### src/rtl/range_hit_tracker.sv
// range_hit_tracker: windowed per-range hit counts and max data value, plus an in_range3 run alarm.
// Optional feature macro RANGE_MISS_CNT_EN adds miss_o, counting samples with no range flag set.
module range_hit_tracker #(
    parameter int unsigned CNT_W   = 8,
    parameter int unsigned WINDOW  = 16,
    parameter int unsigned RUN_LEN = 3
) (
    input  logic             clk,
    input  logic             rst,
    input  logic             en,
    input  logic             in_valid,
    output logic             in_ready,
    input  logic [3:0]       data,
    input  logic             in_range1,
    input  logic             in_range2,
    input  logic             in_range3,
    output logic [CNT_W-1:0] cnt1_o,
    output logic [CNT_W-1:0] cnt2_o,
    output logic [CNT_W-1:0] cnt3_o,
    output logic [3:0]       max_o,
`ifdef RANGE_MISS_CNT_EN
    output logic [CNT_W-1:0] miss_o,
`endif
    output logic             win_done,
    output logic             run_alarm
);

    localparam int unsigned      SMP_W    = $clog2(WINDOW + 1);
    localparam int unsigned      RUN_W    = $clog2(RUN_LEN + 1);
    localparam logic [CNT_W-1:0] CNT_MAX  = {CNT_W{1'b1}};
    localparam logic [SMP_W-1:0] SMP_LAST = SMP_W'(WINDOW - 1);
    localparam logic [RUN_W-1:0] RUN_TOP  = RUN_W'(RUN_LEN);

    typedef enum logic [1:0] {
        IDLE   = 2'd0,
        ACCUM  = 2'd1,
        REPORT = 2'd2
    } state_t;

    state_t           state_q, state_d;
    logic [CNT_W-1:0] live1_q, live1_d;
    logic [CNT_W-1:0] live2_q, live2_d;
    logic [CNT_W-1:0] live3_q, live3_d;
    logic [3:0]       live_max_q, live_max_d;
    logic [SMP_W-1:0] smp_q, smp_d;
    logic [RUN_W-1:0] run_q, run_d;

    logic [CNT_W-1:0] cnt1_d, cnt2_d, cnt3_d;
    logic [3:0]       max_d;
    logic             ready_d, done_d, alarm_d;

    logic             accept_c, last_c;
    logic [CNT_W-1:0] inc1_c, inc2_c, inc3_c;
    logic [3:0]       max_c;
    logic [RUN_W-1:0] run_inc_c;

`ifdef RANGE_MISS_CNT_EN
    logic [CNT_W-1:0] live_miss_q, live_miss_d;
    logic [CNT_W-1:0] miss_d;
    logic [CNT_W-1:0] inc_miss_c;
`endif

    function automatic logic [CNT_W-1:0] sat_inc(input logic [CNT_W-1:0] v, input logic f);
        return (f && (v != CNT_MAX)) ? v + CNT_W'(1) : v;
    endfunction

    // Candidate values including the current sample, shared by accumulate and report paths
    always_comb begin
        accept_c  = in_valid && in_ready;
        last_c    = accept_c && (smp_q == SMP_LAST);
        inc1_c    = sat_inc(live1_q, in_range1);
        inc2_c    = sat_inc(live2_q, in_range2);
        inc3_c    = sat_inc(live3_q, in_range3);
        max_c     = (data > live_max_q) ? data : live_max_q;
        run_inc_c = (run_q == RUN_TOP) ? run_q : run_q + RUN_W'(1);
`ifdef RANGE_MISS_CNT_EN
        inc_miss_c = sat_inc(live_miss_q, !(in_range1 || in_range2 || in_range3));
`endif
    end

    // Next-state, live accumulators and report loads
    always_comb begin
        state_d    = state_q;
        live1_d    = live1_q;
        live2_d    = live2_q;
        live3_d    = live3_q;
        live_max_d = live_max_q;
        smp_d      = smp_q;
        run_d      = run_q;
        cnt1_d     = cnt1_o;
        cnt2_d     = cnt2_o;
        cnt3_d     = cnt3_o;
        max_d      = max_o;
        done_d     = 1'b0;
`ifdef RANGE_MISS_CNT_EN
        live_miss_d = live_miss_q;
        miss_d      = miss_o;
`endif

        case (state_q)
            IDLE: begin
                live1_d    = '0;
                live2_d    = '0;
                live3_d    = '0;
                live_max_d = '0;
                smp_d      = '0;
                run_d      = '0;
`ifdef RANGE_MISS_CNT_EN
                live_miss_d = '0;
`endif
                if (en) state_d = ACCUM;
            end
            ACCUM: begin
                if (accept_c) begin
                    run_d = in_range3 ? run_inc_c : '0;
                    if (last_c) begin
                        // Final sample: publish totals including it and restart the window
                        cnt1_d     = inc1_c;
                        cnt2_d     = inc2_c;
                        cnt3_d     = inc3_c;
                        max_d      = max_c;
                        done_d     = 1'b1;
                        live1_d    = '0;
                        live2_d    = '0;
                        live3_d    = '0;
                        live_max_d = '0;
                        smp_d      = '0;
`ifdef RANGE_MISS_CNT_EN
                        miss_d      = inc_miss_c;
                        live_miss_d = '0;
`endif
                        state_d    = REPORT;
                    end else begin
                        live1_d    = inc1_c;
                        live2_d    = inc2_c;
                        live3_d    = inc3_c;
                        live_max_d = max_c;
                        smp_d      = smp_q + SMP_W'(1);
`ifdef RANGE_MISS_CNT_EN
                        live_miss_d = inc_miss_c;
`endif
                    end
                end else if (!en) begin
                    state_d = IDLE;
                end
            end
            REPORT: begin
                state_d = en ? ACCUM : IDLE;
            end
            default: begin
                state_d = IDLE;
            end
        endcase

        ready_d = (state_d == ACCUM);
        alarm_d = (run_d == RUN_TOP);
    end

    always_ff @(posedge clk) begin
        if (rst) begin
            state_q    <= IDLE;
            live1_q    <= '0;
            live2_q    <= '0;
            live3_q    <= '0;
            live_max_q <= '0;
            smp_q      <= '0;
            run_q      <= '0;
            in_ready   <= 1'b0;
            cnt1_o     <= '0;
            cnt2_o     <= '0;
            cnt3_o     <= '0;
            max_o      <= '0;
            win_done   <= 1'b0;
            run_alarm  <= 1'b0;
`ifdef RANGE_MISS_CNT_EN
            live_miss_q <= '0;
            miss_o      <= '0;
`endif
        end else begin
            state_q    <= state_d;
            live1_q    <= live1_d;
            live2_q    <= live2_d;
            live3_q    <= live3_d;
            live_max_q <= live_max_d;
            smp_q      <= smp_d;
            run_q      <= run_d;
            in_ready   <= ready_d;
            cnt1_o     <= cnt1_d;
            cnt2_o     <= cnt2_d;
            cnt3_o     <= cnt3_d;
            max_o      <= max_d;
            win_done   <= done_d;
            run_alarm  <= alarm_d;
`ifdef RANGE_MISS_CNT_EN
            live_miss_q <= live_miss_d;
            miss_o      <= miss_d;
`endif
        end
    end

endmodule

### config.mk
export PLATFORM = sky130hd
export DESIGN_NAME = range_hit_tracker
export DESIGN_NICKNAME = d
export VERILOG_FILES = /design/src/rtl/range_hit_tracker.sv
export SDC_FILE = /design/constraint.sdc
export NUM_CORES = 1
export LEC_CHECK = 0
export CAP_MARGIN = 25
export CORE_AREA = 4 4 80 82
export DETAILED_ROUTE_END_ITERATION = 7
export DIE_AREA = 0 0 84 86
export PLACE_DENSITY = 0.82
export RECOVER_POWER = 50
export SLEW_MARGIN = 20
export SYNTH_ARGS = -nofsm -noshare
export SYNTH_HDL_FRONTEND = slang
export SYNTH_SLANG_ARGS = --single-unit
### constraint.sdc
create_clock -name clk -period 2.6 [get_ports clk]
set_input_delay 0.26 -clock clk [delete_from_list [all_inputs] [get_ports clk]]
set_output_delay 0.26 -clock clk [all_outputs]
set_load 0.005 [all_outputs]
==> out/qor.txt <==
Synth area leaders = dfxtp_1, nor2_1, nand2_1, a21oi_1, a211oi_1
Via count = 2909
Synth-to-Final Area Change = 18.5%
Max Cap Viol = 0
Leak pwr = 1.51 nW
Area of the die = 7220 µm²
TritonCTS buffer count = 9
WP data required = 2840 ps
RSZ-0062 raised after global routing = false
Largest net degree at the start of global routing = 44
Vias in the first global route = 2731
Ys async rst share = 0
Core footprint = 5750 µm²
Sequential element share of the synthesized area = 0.415
Hold Buf Count CTS = 0
Post-Syn Area = 3280 µm²
HPWL after DPL = 5.02 mm
Post-CTS sizing = 0
CTS root buffer = clkbuf_8
Worst VDD drop = 0.000380 V
Share of layout cells above drive strength 1 = 0.0667
GPL Wtd Cong = 0.848
GRT overflow = 0
PwrDens = 553 nW/µm²
DR vias/cell = 5.88
Overall routed net length = 7.30 mm
ANT nets after route = 0
Max Slew Vio Count = 0
Worst-path fanout max = 9
Synth warn = 0
Clk_skew = 10.3 ps
Drt first pass iters = 4
Critical path arrival = 2180 ps
Clk buf depth = 2
Hold/Removal Path Class = flip-flop to flip-flop
Most common cell after layout, fill and taps aside = dfxtp_1
Crit-path cells = dlygate4sd3_1 -> nand2_1 -> a21oi_1 -> clkbuf_1 -> nor2_1 -> a21o_1 -> mux2_4
Status = completed
Reg clk slew, reported paths = 70 ps
Fin crit share = 0.749
WL/cell = 14.7 µm
IO Count = 42
EDFF count, synth = 0
CTS tree = built
# DRC = 0
Nets = 434
# rows = 28
Power consumption = 0.00215 W
Filler cells = 500
Starting DRT DRC Count = 201
Yosys top cell area share = 0.415
Flops & latches, synth = 68
Die Span Y = 86 µm
CP max stage delay = 600 ps
Clk_lat worst skew = 350 ps
Fmax = 0.514 GHz
Mapped Cells = 376
CTS sink count = 68
Worst slew margin = 0.566
Die width = 84 µm
Initial antenna violation count = 0
Final Hold Viols = 0
Yosys cell types = 58
IO Port Bufs = 41
Syn Area/Cell = 8.72 µm²
CP startpoint kind = primary input
Critical Path End Type = flip-flop
Most frequent cells in the layout = dfxtp_1, nor2_1, nand2_1
Crit path kind = primary input to flip-flop
Least-Margin Pin Slew = 649 ps
Flop2flop setup slack = 780 ps
Post-synth top flop = dfxtp_1
Fin Setup TNS = 0 ps
H-Tree Depth = 3
Syn nets = 395
CP max-delay cell = dlygate4sd3_1
ANT cells = 0
Tot GR Track Use = 0.212
WP buf/inv = 2
Final worst path period need = 1950 ps
Final Setup Violations = 0
Post-CTS Setup Inserts = 0
Initial Util = 0.570
Cell family with most CP delay = buffers and inverters
Yosys top cell by area = dfxtp_1
First-pass GRT wire length = 12.5 mm
## per-stage QoR
stage	area, µm²	utilization	cells	worst slack (ps)	hold WS (ps)
after CTS	3920	0.683	495	760	459
after global routing	3880	0.676	495	546	480
after floorplan	3280	-	376	1010	393
after detailed placement	3710	0.645	479	417	450
after global placement	3710	0.645	479	508	441
final	3880	0.676	495	653	452
## power breakdown
part           internal (W)  total [W]  switching [W]
Sequential          0.00105    0.00107      0.0000156
Clock              0.000561   0.000950       0.000389
Combinational     0.0000537   0.000130      0.0000763
Total               0.00167    0.00215       0.000480
## synthesized netlist by cell type, drive strengths merged (2+ instances only)
| cell | instances |
|---|---|
| a211oi | 17 |
| a21o | 2 |
| a21oi | 31 |
| a22o | 9 |
| a311oi | 4 |
| a31oi | 15 |
| a32o | 2 |
| a41oi | 3 |
| and2 | 4 |
| and3 | 6 |
| and4 | 5 |
| and4b | 2 |
| buf | 12 |
| clkbuf | 5 |
| dfxtp | 68 |
| ha | 8 |
| inv | 8 |
| mux2i | 7 |
| nand2 | 45 |
| nand3 | 12 |
| nand4 | 6 |
| nand4b | 2 |
| nor2 | 55 |
| nor2b | 6 |
| nor3 | 2 |
| o211a | 2 |
| o211ai | 5 |
| o21a | 5 |
| o21ai | 8 |
| xor2 | 10 |
## sequential cells by signal, indices dropped and copies added, names as in the netlist
signal      cells
cnt1_o          8
cnt2_o          8
run_q           2
live3_q         8
live2_q         8
live_max_q      4
win_done        1
max_o           4
state_q         2
in_ready        1
smp_q           5
cnt3_o          8
run_alarm       1
live1_q         8
## final timing paths
kind / startpoint / endpoint / depth (start not counted)
max reg2reg: smp_q[0]$_SDFFE_PP0P_ / cnt2_o[2]$_SDFFE_PP0P_ / 6
min: cnt3_o[2]$_SDFFE_PP0P_ / cnt3_o[2]$_SDFFE_PP0P_ / 2
max: in_valid / live3_q[0]$_SDFFE_PP0P_ / 7
min reg2reg: cnt3_o[2]$_SDFFE_PP0P_ / cnt3_o[2]$_SDFFE_PP0P_ / 2
## metal layers
layer,vias to the layer above,global-route usage,part of all wire
met1,1362,0.261,0.47
met2,84,0.356,0.47
li1,1457,-,-
met5,-,0,0
met4,0,0.0833,0.0097
met3,6,0.0567,0.050
## cell type report
class / instances / area, µm² / share of cell area
Clock buffer: 11 / 141 / 0.0364
Tap cell: 75 / 93.8 / 0.0242
Multi-Input combinational cell: 283 / 1740 / 0.447
Inverter: 8 / 30.0 / 0.00773
Clock inverter: 5 / 75.1 / 0.0193
Timing Repair Buffer: 45 / 445 / 0.115
Sequential cell: 68 / 1360 / 0.351
## kinds of logic after synthesis
kind of cell,Yosys count,synth area share
flops,68,0.415
mux,8,0.0260
buf+inv,25,0.0447
simple gates,148,0.230
fa+ha+maj,8,0.0305
compound gates,108,0.224
xor+xnor,11,0.0294
## worst reg2reg max path: cells and delay by family, from the launching register on
| kind | cells | cell delay [ps] |
|---|---|---|
| DFF | 1 | 380 |
| adders and majority gates | 1 | 260 |
| AOI/OAI and AO/OA | 1 | 70 |
| and+or+nand+nor | 4 | 1050 |
Note: power is estimated with default switching activity, not from simulation.
